--- src/rtl/long_mul_unit_pkg.sv ---
// Shared encodings for the iterative long multiplier: operation codes and FSM states.
package long_mul_unit_pkg;

  typedef enum logic [1:0] {
    MUL_OP_MUL   = 2'b00,
    MUL_OP_UMULL = 2'b01,
    MUL_OP_RSVD  = 2'b10,
    MUL_OP_SMULL = 2'b11
  } mul_op_t;

  typedef enum logic [1:0] {
    IDLE = 2'b00,
    RUN  = 2'b01,
    DONE = 2'b10
  } mul_state_t;

endpackage

--- src/rtl/long_mul_unit.sv ---
// Iterative shift-add multiplier (MUL/MLA/UMULL/UMLAL/SMULL/SMLAL), one multiplier
// bit per cycle, feeding the register-file write port on the done pulse.
module long_mul_unit
  import long_mul_unit_pkg::*;
#(
  parameter int WIDTH = 32
) (
  input  logic             clk,
  input  logic             reset,
  input  logic             start,
  input  logic [1:0]       mul_op,
  input  logic             acc,
  input  logic [WIDTH-1:0] a,
  input  logic [WIDTH-1:0] b,
  input  logic [WIDTH-1:0] acc_lo,
  input  logic [WIDTH-1:0] acc_hi,
  input  logic [3:0]       wa_lo,
  input  logic [3:0]       wa_hi,
  output logic             busy,
  output logic             done,
  output logic [WIDTH-1:0] res_lo,
  output logic [WIDTH-1:0] res_hi,
  output logic             long_out,
  output logic [3:0]       wa3_out,
  output logic [3:0]       wa4_out
);

  localparam int CW = $clog2(WIDTH);
  localparam int PW = 2 * WIDTH;

  // Two's-complement magnitude; the most-negative value maps to 2^(W-1) unsigned.
  function automatic logic [WIDTH-1:0] magnitude(input logic signed [WIDTH-1:0] v);
    logic signed [WIDTH-1:0] n;
    n = -v;
    return v[WIDTH-1] ? $unsigned(n) : $unsigned(v);
  endfunction

  function automatic logic [PW-1:0] apply_sign(input logic [PW-1:0] p, input logic neg);
    return neg ? (~p + PW'(1)) : p;
  endfunction

  mul_state_t       state_q, state_d;
  logic [CW-1:0]    cnt_q, cnt_d;
  logic             done_q, done_d;
  logic [WIDTH-1:0] res_lo_q, res_lo_d;
  logic [WIDTH-1:0] res_hi_q, res_hi_d;
  logic             long_q, long_d;
  logic [3:0]       wa3_q, wa3_d;
  logic [3:0]       wa4_q, wa4_d;

  logic [PW-1:0]    prod_q, prod_d;
  logic [PW-1:0]    mcand_q, mcand_d;
  logic [WIDTH-1:0] mplier_q, mplier_d;
  logic             neg_q, neg_d;
  logic [1:0]       op_q, op_d;
  logic             acc_q, acc_d;
  logic [PW-1:0]    accw_q, accw_d;
  logic [3:0]       wal_q, wal_d;
  logic [3:0]       wah_q, wah_d;

  logic             in_signed;
  logic [WIDTH-1:0] a_eff, b_eff;
  logic [PW-1:0]    step_sum;
  logic [PW-1:0]    prod_fin;
  logic             last_step;

  assign in_signed = (mul_op == MUL_OP_SMULL);
  assign a_eff     = in_signed ? magnitude($signed(a)) : a;
  assign b_eff     = in_signed ? magnitude($signed(b)) : b;

  // The final iteration's sum is folded straight into sign fix-up and accumulate,
  // so the results register on the last RUN edge and are valid throughout DONE.
  assign step_sum  = prod_q + (mplier_q[0] ? mcand_q : '0);
  assign prod_fin  = apply_sign(step_sum, neg_q) + (acc_q ? accw_q : '0);
  assign last_step = (cnt_q == CW'(WIDTH - 1));

  always_comb begin
    state_d  = state_q;
    cnt_d    = cnt_q;
    done_d   = 1'b0;
    res_lo_d = res_lo_q;
    res_hi_d = res_hi_q;
    long_d   = long_q;
    wa3_d    = wa3_q;
    wa4_d    = wa4_q;
    prod_d   = prod_q;
    mcand_d  = mcand_q;
    mplier_d = mplier_q;
    neg_d    = neg_q;
    op_d     = op_q;
    acc_d    = acc_q;
    accw_d   = accw_q;
    wal_d    = wal_q;
    wah_d    = wah_q;

    case (state_q)
      RUN: begin
        prod_d   = step_sum;
        mcand_d  = mcand_q << 1;
        mplier_d = mplier_q >> 1;
        cnt_d    = cnt_q + CW'(1);
        if (last_step) begin
          state_d  = DONE;
          done_d   = 1'b1;
          res_lo_d = prod_fin[WIDTH-1:0];
          res_hi_d = (op_q == MUL_OP_MUL) ? '0 : prod_fin[PW-1:WIDTH];
          long_d   = (op_q != MUL_OP_MUL);
          wa3_d    = wal_q;
          wa4_d    = wah_q;
        end
      end
      IDLE, DONE: begin
        if (start) begin
          state_d  = RUN;
          cnt_d    = '0;
          prod_d   = '0;
          mcand_d  = {{WIDTH{1'b0}}, a_eff};
          mplier_d = b_eff;
          neg_d    = in_signed & (a[WIDTH-1] ^ b[WIDTH-1]);
          op_d     = mul_op;
          acc_d    = acc;
          accw_d   = (mul_op == MUL_OP_MUL) ? {{WIDTH{1'b0}}, acc_lo} : {acc_hi, acc_lo};
          wal_d    = wa_lo;
          wah_d    = wa_hi;
        end else begin
          state_d = IDLE;
        end
      end
      default: state_d = IDLE;
    endcase
  end

  always_ff @(posedge clk or negedge reset) begin
    if (!reset) begin
      state_q  <= IDLE;
      cnt_q    <= '0;
      done_q   <= 1'b0;
      res_lo_q <= '0;
      res_hi_q <= '0;
      long_q   <= 1'b0;
      wa3_q    <= '0;
      wa4_q    <= '0;
    end else begin
      state_q  <= state_d;
      cnt_q    <= cnt_d;
      done_q   <= done_d;
      res_lo_q <= res_lo_d;
      res_hi_q <= res_hi_d;
      long_q   <= long_d;
      wa3_q    <= wa3_d;
      wa4_q    <= wa4_d;
    end
  end

  // Operand/product datapath is always reloaded on accept, so it carries no reset.
  always_ff @(posedge clk) begin
    prod_q   <= prod_d;
    mcand_q  <= mcand_d;
    mplier_q <= mplier_d;
    neg_q    <= neg_d;
    op_q     <= op_d;
    acc_q    <= acc_d;
    accw_q   <= accw_d;
    wal_q    <= wal_d;
    wah_q    <= wah_d;
  end

  assign busy     = (state_q == RUN);
  assign done     = done_q;
  assign res_lo   = res_lo_q;
  assign res_hi   = res_hi_q;
  assign long_out = long_q;
  assign wa3_out  = wa3_q;
  assign wa4_out  = wa4_q;

endmodule
--- config.mk ---
export PLATFORM = sky130hd
export DESIGN_NAME = long_mul_unit
export DESIGN_NICKNAME = d
export VERILOG_FILES = /design/src/rtl/long_mul_unit_pkg.sv /design/src/rtl/long_mul_unit.sv
export SDC_FILE = /design/constraint.sdc
export NUM_CORES = 1
export LEC_CHECK = 0
export ABC_AREA = 0
export CAP_MARGIN = 10
export CORE_MARGIN = 3
export CORE_UTILIZATION = 30
export CTS_CLUSTER_SIZE = 28
export DETAILED_ROUTE_END_ITERATION = 16
export REMOVE_ABC_BUFFERS = 1
export SYNTH_ARGS = -nofsm -noshare
export SYNTH_HDL_FRONTEND = slang
export SYNTH_SLANG_ARGS = --single-unit
export TNS_END_PERCENT = 20
--- constraint.sdc ---
create_clock -name clk -period 10.45 [get_ports clk]
set_input_delay 2.09 -clock clk [delete_from_list [all_inputs] [get_ports clk]]
set_output_delay 2.09 -clock clk [all_outputs]
set_load 0.1 [all_outputs]
==> results of run 1 <==
[through the flow]
stage          setup slack [ns]  hold slack [ns]  cell area, µm²  instances
6_report                   2.88            0.436           27900       3819
2_1_floorplan              1.82            0.415           23000       2486
3_3_place_gp               3.00            0.420           26500       3743
4_1_cts                    2.88            0.440           27900       3818
3_5_place_dp               2.89            0.428           26500       3743
5_1_grt                    2.10            0.462           27900       3819
[cell type report]
cell class	count	share of cell area
Timing Repair Buffer	227	0.0804
Tap cell	1030	0.0462
Inverter	47	0.00655
Clock inverter	15	0.00561
Antenna cell	1	0.0000898
Clock buffer	60	0.0434
Multi-Input combinational cell	2122	0.491
Sequential cell	317	0.327
[worst max-delay path: cells and delay by family (launching register included)]
| kind | cells | cell delay, ns |
|---|---|---|
| flip-flops | 1 | 0.32 |
| XOR/XNOR | 1 | 0.15 |
| AND/OR/NAND/NOR | 9 | 2.34 |
| multiplexers | 1 | 0.23 |
| buffers and inverters | 2 | 0.45 |
| AO/OA/AOI/OAI | 13 | 2.94 |
| adder cells (fa/ha/maj) | 3 | 0.99 |
[per-layer routing]
metal / vias up / track usage / wire [µm]
li1: 9795 / - / -
met1: 9418 / 0.210 / 30300
met2: 410 / 0.295 / 34200
met3: 89 / 0.0202 / 2760
met4: 0 / 0.0441 / 1810
met5: - / 0 / 0
[cell usage in the layout (no fill, tap or decap), drive strengths merged, types with 8 or more instances in the layout]
cell type and count:
edfxtp 236, a31oi 20, nand3 46, or3 26, a21oi 181, o31ai 36
o2111ai 8, o211ai 13, xor2 93, or2 13, nand4 31, clkdlybuf4s50 215
o21a 25, clkinv 11, and4 9, nor2 158, nor4 21, dfrtp 81
a211oi 25, nor2b 47, xnor2 128, a21o 66, o21bai 13, nor3 44
ha 131, nand2b 18, a21boi 15, nand2 321, o41ai 11, buf 12
inv 46, o21ai 278, and2 206, clkbuf 60, and3 25
[state kept, by name (all words and copies together), names as in the netlist, 2 cells and up]
register / flops
accw_q: 64
mcand_q: 64
prod_q: 64
mplier_q: 32
res_hi: 32
res_lo: 32
cnt_q: 5
wa3_out: 4
wa4_out: 4
wah_q: 4
wal_q: 4
op_q: 2
state_q: 2
[how the worst min path moves through the flow]
stage	slack, ns	from	cells after the start	end
after floorplan	0.41	wal_q[0]$_DFFE_PP_	2	wa3_out[0]$_DFFE_PN0P_
after CTS	0.44	wah_q[0]$_DFFE_PP_	2	wa4_out[0]$_DFFE_PN0P_
after detailed placement	0.43	wah_q[0]$_DFFE_PP_	2	wa4_out[0]$_DFFE_PN0P_
final	0.44	wah_q[1]$_DFFE_PP_	2	wa4_out[1]$_DFFE_PN0P_
after global routing	0.46	wah_q[1]$_DFFE_PP_	2	wa4_out[1]$_DFFE_PN0P_
after global placement	0.42	wah_q[3]$_DFFE_PP_	2	wa4_out[3]$_DFFE_PN0P_
[cell families (layout without fill, tap and decap cells)]
family                     after synthesis  count (layout)  synth area share
muxes                                   10              10           0.00449
DFF                                    317             317             0.389
buffers and inverters                  164             349            0.0277
xor gates and xnor gates               222             222            0.0842
and+or+nand+nor                        996             996             0.217
other                                    0               1                 0
AOI/OAI and AO/OA                      761             761             0.206
adders and majority gates              133             133            0.0717
==> flow_summary_export.csv, run 1 <==
group,metric,value,unit
clock_network,cts.sinks,317,
timing,final.setup.tns,0,ns
yosys,synth_cell_types,102,
placement,dp_hpwl,53.0,mm
yosys,netlist_instances,2603,
final_layout,nFillCells,7873,
floorplanning,row_count,101,
floorplanning,start_util,0.305,
routing,wl_per_cell,18.1,µm
grt,overflow,0,
grt,grt_max_degree,115,
run_status,outcome,"completed",
timing,fin_skew,0.0474,ns
floorplanning,die_area,81500,µm²
timing,setup_viol,0,
clock_network,clk_pin_slew,0.06,ns
timing,grt_setup_unrepaired,"false",
yosys,synth-async-reset-ratio,0.256,
critical_path,cp-end-kind,"flop",
timing,final.period_utilization,0.724,
run,cap_viol_max_count,0,
hold_path,hp-class,"flop to flop",
floorplanning,core,76700,µm²
critical_path,ff2ff_path_depth,29,
yosys,synth_edf_count,236,
final_layout,sequential_cell_area,9120,µm²
routing,drt_iter0_drc,1219,
clock_network,numCtsBuffers,41,
critical_path,cp-endpoint,"res_hi[29]$_DFFE_PN0P_",
clock_network,insertion_delay,0.59,ns
clock_network,post_cts_buffers,0,
yosys,synth_top_area_frac,0.302,
critical_path,r2r-end,"res_hi[29]$_DFFE_PN0P_",
yosys,synth_largest_area_cell,"edfxtp_1",
yosys,synth_area,23400,µm²
floorplanning,die_x,285,µm
critical_path,cpPeakStageDelay,0.46,ns
grt,antenna_found_initial,3,
clock_network,ctsResizeCount,0,
critical_path,critPathRequiredTime,10.89,ns
routing,vias_per_cell,5.16,
clock_network,root_buffer,"clkbuf_16",
routing,drt-total-wl,69.1,mm
yosys,yosys_most_used_dff,"edfxtp_1",
critical_path,regToRegSetupSlack,2.88,ns
critical_path,slowest_stage,"or3_1",
critical_path,critPathLaunchType,"flop",
critical_path,crit_fanout,64,
yosys,synth_seq_area_share,0.389,
timing,min_period,7.57,ns
floorplanning,die_h,285,µm
yosys,ys_warn_count,0,
final_layout,layout-drive-gt1-share,0.0481,
clock_network,h-tree-depth,2,
yosys,synth_area_per_cell,9.00,µm²
yosys,synth_area_leaders,"edfxtp_1 (30%), dfrtp_1 (8.7%), ha_1 (7.0%)",
critical_path,crit_top_cell,"a21o_1",
final_layout,area_growth,19.0,%
clock_network,cts.path.max_buffers,3,
critical_path,arrival,8.00,ns
routing,num_vias,19712,
critical_path,reg2reg_from,"mplier_q[0]$_DFFE_PP_",
routing,post-route-drc-count,0,
placement,place_congestion,0.903,
timing,fmax,132,MHz
grt,grt_usage,0.165,
final_layout,utilization,0.363,
timing,worst_pin_slew,1.07,ns
yosys,yosysMostFrequentCell,"nand2_1",
critical_path,crit_type,"flop to flop",
clock_network,postCtsHoldBufs,0,
clock_network,tritoncts,"done",
placement,portBuffers,216,
routing,firstDrtPassIters,7,
yosys,ys_ff_latch,317,
grt,grt_pass1_vias,19604,
routing,postRouteAntennaNets,0,
timing,max-slew-margin-rel,0.288,
timing,hold_violations,0,
floorplanning,ioPinCount,217,
final_layout,nets,3031,
yosys,synth_common_cells,"nand2_1 (318), o21ai_0 (264), edfxtp_1 (236)",
critical_path,crit_start,"mplier_q[0]$_DFFE_PP_",
timing,drv_slew,0,
grt,grt_pass1_wl,109,mm
final_layout,multi_input_area,13700,µm²
Power of run 1 is not shown: default switching activity piles up to over one toggle a cycle in this logic, so the estimate is an artifact.
==> run 2: changes to the inputs <==
==> constraint.sdc (replaced) <==
create_clock -name clk -period 7.8 [get_ports clk]
set_input_delay 1.56 -clock clk [delete_from_list [all_inputs] [get_ports clk]]
set_output_delay 1.56 -clock clk [all_outputs]
set_load 0.1 [all_outputs]
==> run 2 against run 1 <==
Against the previous run: critical path depth stayed put; hold slack better by 0.00090 ns; register-to-register slack worse by 2.4 ns; die area stayed put; final area is 0.54% higher; global-route usage is 0.38 points higher; clock-buffer cell count is 7 lower; via count is 0.15% higher; non-clock buffer count is 19 higher; clock skew is 0.015 ns lower; fmax is 4.0% higher; largest cell class unchanged.
==> flow_summary_export.csv, run 2 (same netlist as run 1, synthesis figures left out) <==
group,metric,value,unit
routing,firstDrtPassIters,7,
timing,grt_setup_unrepaired,"true",
timing,fmax,137,MHz
hold_path,hp-class,"flop to flop",
placement,dp_hpwl,54.3,mm
floorplanning,row_count,101,
timing,fin_skew,0.0327,ns
timing,setup_viol,0,
floorplanning,die_x,285,µm
floorplanning,ioPinCount,217,
hold_path,hold_end,"wa4_out[3]$_DFFE_PN0P_",
final_layout,layout_common_cells,"nand2_1 (317), o21ai_0 (263), edfxtp_1 (236)",
grt,grt_usage,0.169,
critical_path,r2r-end,"res_hi[29]$_DFFE_PN0P_",
critical_path,reg2reg_from,"mplier_q[0]$_DFFE_PP_",
floorplanning,die_area,81500,µm²
routing,post-route-drc-count,0,
critical_path,arrival,7.72,ns
clock_network,cts.path.max_buffers,3,
clock_network,insertion_delay,0.57,ns
routing,num_vias,19741,
routing,drt-total-wl,70.5,mm
hold_path,hp-start,"wah_q[3]$_DFFE_PP_",
routing,wl_per_cell,18.4,µm
critical_path,crit_type,"flop to flop",
critical_path,cp.buffers_inverters,2,
final_layout,nFillCells,7945,
critical_path,cp-end-kind,"flop",
clock_network,h-tree-depth,2,
timing,final.period_utilization,0.933,
timing,min_period,7.28,ns
timing,worst_pin_slew,1.05,ns
hold_path,hold_depth,2,
critical_path,cpPeakStageDelay,0.52,ns
final_layout,mostFrequentLayoutCell,"nand2_1",
placement,place_congestion,0.944,
critical_path,critPathTopFamily,"compound AO/OA/AOI/OAI gates",
floorplanning,core,76700,µm²
final_layout,reg_top3,"accw_q (64), mcand_q (64), prod_q (64)",
placement,dpl_cell_area,26600,µm²
grt,overflow,0,
final_layout,stdcell_area,28000,µm²
placement,portBuffers,216,
timing,hold_violations,0,
grt,grt_pass1_wl,110,mm
clock_network,numCtsBuffers,40,
critical_path,slowest_stage,"edfxtp_1",
grt,grt_max_degree,121,
routing,drt_iter0_drc,1425,
critical_path,critPathLaunchType,"flop",
timing,drv_slew,0,
clock_network,root_buffer,"clkbuf_16",
clock_network,clk_pin_slew,0.06,ns
final_layout,nets,3049,
run_status,outcome,"completed",
critical_path,crit_top_cell,"a21o_1",
floorplanning,die_h,285,µm
final_layout,layout-drive-gt1-share,0.0578,
grt,antenna_found_initial,2,
timing,max-slew-margin-rel,0.295,
routing,postRouteAntennaNets,0,
floorplanning,start_util,0.305,
run,cap_viol_max_count,0,
critical_path,critPathRequiredTime,8.24,ns
critical_path,regToRegSetupSlack,0.52,ns
clock_network,cts.sinks,317,
routing,vias_per_cell,5.14,
critical_path,ff2ff_path_depth,29,
clock_network,tritoncts,"done",
critical_path,crit_fanout,10,
final_layout,area_growth,19.6,%
grt,grt_pass1_vias,19600,
-- run 2: changes by cell type in the layout (fill, tap and decap cells not counted), sizes merged --
cell and delta:
buf +19, clkinv +4, bufinv +1, diode +1
clkbuf -7
-- run 2: through the flow --
stage | setup WS [ns] | hold WS (ns) | TNS (ns) | utilization | cells
after global routing | -0.0892 | 0.463 | -0.0892 | 0.365 | 3837
after detailed placement | 0.388 | 0.426 | 0 | 0.347 | 3760
after CTS | 0.386 | 0.441 | 0 | 0.365 | 3833
after floorplan | -0.829 | 0.415 | -132.65 | - | 2486
after global placement | 0.330 | 0.419 | 0 | 0.347 | 3760
final | 0.522 | 0.437 | 0 | 0.365 | 3837
-- run 2: worst max-delay path by stage --
stage / cells after the start / end / start / slack, ns
after CTS: 26 / res_hi[31]$_DFFE_PN0P_ / mplier_q[0]$_DFFE_PP_ / 0.39
final: 29 / res_hi[29]$_DFFE_PN0P_ / mplier_q[0]$_DFFE_PP_ / 0.52
after global placement: 26 / res_hi[31]$_DFFE_PN0P_ / mplier_q[0]$_DFFE_PP_ / 0.33
after floorplan: 5 / mcand_q[0]$_SDFFCE_PP0P_ / state_q[0]$_DFFE_PN0P_ / -0.83
after global routing: 28 / res_hi[31]$_DFFE_PN0P_ / mplier_q[0]$_DFFE_PP_ / -0.09
after detailed placement: 26 / res_hi[31]$_DFFE_PN0P_ / mplier_q[0]$_DFFE_PP_ / 0.39
-- run 2: tightest hold or removal path, cell delays in order, from the launching register on --
cell and delay, ns:
edfxtp_1 0.32, nand2_1 0.04, nand2_1 0.04
-- run 2: layout make-up --
class                      count  area (µm²)  share of cell area
tap                         1030        1290              0.0460
sequential                   317        9120               0.325
timing repair buffer         246        2380              0.0851
inverter                      47         183             0.00652
clock buffer                  53        1120              0.0400
antenna                        2        5.00            0.000179
multi-input combinational   2122       13700               0.490
clock inverter                20         203             0.00723
-- run 2: timing repair --
item | 4_1_cts | 5_1_grt
buffers inserted | 0 | 2
hold buffers | 0 | 0
setup endpoints to repair | 0 | 7
gates resized for setup | 0 | 11
-- run 2: routing by layer --
metal,vias to the layer above,global-route usage,wire [µm]
li1,9815,-,-
met1,9392,0.214,31000
met2,440,0.299,34800
met3,94,0.0208,2670
met4,0,0.0531,2110
met5,-,0,0
Power of run 2 is left out for the same reason.
==> run 3: changes to the inputs <==
--- a/config.mk
+++ b/config.mk
@@ -6,9 +6,11 @@
 export NUM_CORES = 1
 export LEC_CHECK = 0
 export ABC_AREA = 0
+export ABC_CLOCK_PERIOD_IN_PS = 7800
 export CAP_MARGIN = 10
 export CORE_MARGIN = 3
 export CORE_UTILIZATION = 30
+export CTS_BUF_LIST = sky130_fd_sc_hd__clkbuf_2
 export CTS_CLUSTER_SIZE = 28
 export DETAILED_ROUTE_END_ITERATION = 16
 export REMOVE_ABC_BUFFERS = 1
==> run 3 against run 2 <==
Against the previous run: register-to-register slack worse by 0.04 ns; clock-buffer cell count is 72 higher; hold slack worse by 0.19 ns; final area is 1.5% lower; via count is 2.1% higher; sequential share of layout area is 0.50 points higher; utilization is 0.55 points lower.
==> flow_summary_export.csv, run 3 (same netlist as run 1, synthesis figures left out) <==
group,metric,value,unit
grt,grt_use_met2,0.296,
critical_path,crit_fanout,8,
routing,drt-total-wl,71.2,mm
routing,drt_iter0_drc,1258,
critical_path,ff2ff_path_depth,29,
run,cap_viol_max_count,0,
critical_path,critPathLaunchType,"flop",
timing,fmax,137,MHz
routing,num_vias,20147,
critical_path,crit_top_cell,"a21o_1",
clock_network,numCtsBuffers,94,
timing,drv_slew,0,
grt,use_met1,0.212,
critical_path,critPathRequiredTime,8.77,ns
final_layout,utilization,0.360,
timing,hold-worst-slack,0.245,ns
timing,final.period_utilization,0.938,
floorplanning,core,76700,µm²
critical_path,reg2reg_from,"mplier_q[0]$_DFFE_PP_",
routing,postRouteAntennaNets,0,
routing,post-route-drc-count,0,
critical_path,crit_type,"flop to flop",
grt,grt_usage,0.171,
floorplanning,start_util,0.305,
floorplanning,die_x,285,µm
clock_network,h-tree-depth,3,
critical_path,cpPeakStageDelay,0.51,ns
critical_path,slowest_stage,"edfxtp_1",
hold_path,hp-class,"input pin to async pin",
grt,grt_pass1_wl,111,mm
clock_network,clk_pin_slew,0.12,ns
run_status,outcome,"completed",
timing,fin_skew,0.146,ns
floorplanning,die_area,81500,µm²
final_layout,layout-drive-gt1-share,0.0829,
clock_network,cts.sinks,317,
timing,worst_pin_slew,1.05,ns
timing,hold_violations,0,
timing,max-slew-margin-rel,0.295,
critical_path,cp-end-kind,"flop",
clock_network,cts.path.max_buffers,3,
clock_network,root_buffer,"clkbuf_2",
timing,setup_viol,0,
final_layout,mostFrequentLayoutCell,"nand2_1",
clock_network,insertion_delay,1.15,ns
timing,min_period,7.32,ns
routing,firstDrtPassIters,9,
floorplanning,die_h,285,µm
grt,antenna_found_initial,5,
final_layout,nets,3106,
final_layout,layout_common_cells,"nand2_1 (317), o21ai_0 (263), edfxtp_1 (236)",
clock_network,tritoncts,"done",
placement,place_congestion,0.944,
routing,vias_per_cell,5.11,
grt,grt_pass1_vias,20065,
clock_network,postCtsHoldBufs,0,
grt,grt.met3_usage,0.0265,
final_layout,area_growth,17.8,%
final_layout,nFillCells,8022,
placement,dp_hpwl,54.3,mm
grt,grt_max_degree,121,
final_layout,reg_top3,"accw_q (64), mcand_q (64), prod_q (64)",
floorplanning,row_count,101,
floorplanning,ioPinCount,217,
grt,busiest_layer,"met2",
critical_path,arrival,8.28,ns
routing,wl_per_cell,18.0,µm
placement,portBuffers,216,
critical_path,crit_start,"mplier_q[0]$_DFFE_PP_",
grt,overflow,0,
run 3: worst paths after layout:
path	end	slack (ns)
worst max-delay path	res_hi[29]$_DFFE_PN0P_	0.48
worst min-delay path	res_lo[7]$_DFFE_PN0P_	0.24
worst max register to register	res_hi[29]$_DFFE_PN0P_	0.48
worst min register to register	wa4_out[3]$_DFFE_PN0P_	0.44
max in group asynchronous	res_hi[13]$_DFFE_PN0P_	6.26
min in group clk	wa4_out[3]$_DFFE_PN0P_	0.44
run 3: through the flow:
step	setup slack, ns	area [µm²]	cells	setup TNS (ns)
floorplan	-0.829	23000	2486	-132.65
global placement	0.330	26600	3760	0
detailed placement	0.388	26600	3760	0
CTS	0.341	27500	3933	0
global route	-0.0300	27600	3943	-0.0300
finish	0.483	27600	3943	0
run 3: cell type report:
type	instances	area [µm²]	share of cell area
clock buffers	125	626	0.0227
clock inverters	48	245	0.00888
diodes	5	12.5	0.000453
flip-flops and latches	317	9120	0.330
inverters	47	183	0.00662
multi-input cells	2122	13700	0.497
well taps	1030	1290	0.0467
repair buffers	249	2400	0.0871
run 3: timing repair:
item,CTS,global route
buffers inserted,0,5
endpoints found under the setup margin,0,8
resized for setup,0,12
run 3: per-layer routing:
| layer | part of all wire | routed length (µm) |
|---|---|---|
| met5 | 0 | 0 |
| met4 | 0.036 | 2550 |
| met3 | 0.039 | 2800 |
| met2 | 0.49 | 34700 |
| met1 | 0.44 | 31200 |
run 3: critical path, delay by kind of cell, from the launching register on:
family / cells / cell delay (ns)
AO/OA/AOI/OAI: 13 / 2.76
XOR/XNOR: 1 / 0.14
adder cells (fa/ha/maj): 3 / 1.01
buffers and inverters: 2 / 0.25
flip-flops: 1 / 0.51
multiplexers: 1 / 0.22
AND/OR/NAND/NOR: 9 / 2.29
Power of run 3 is left out for the same reason.
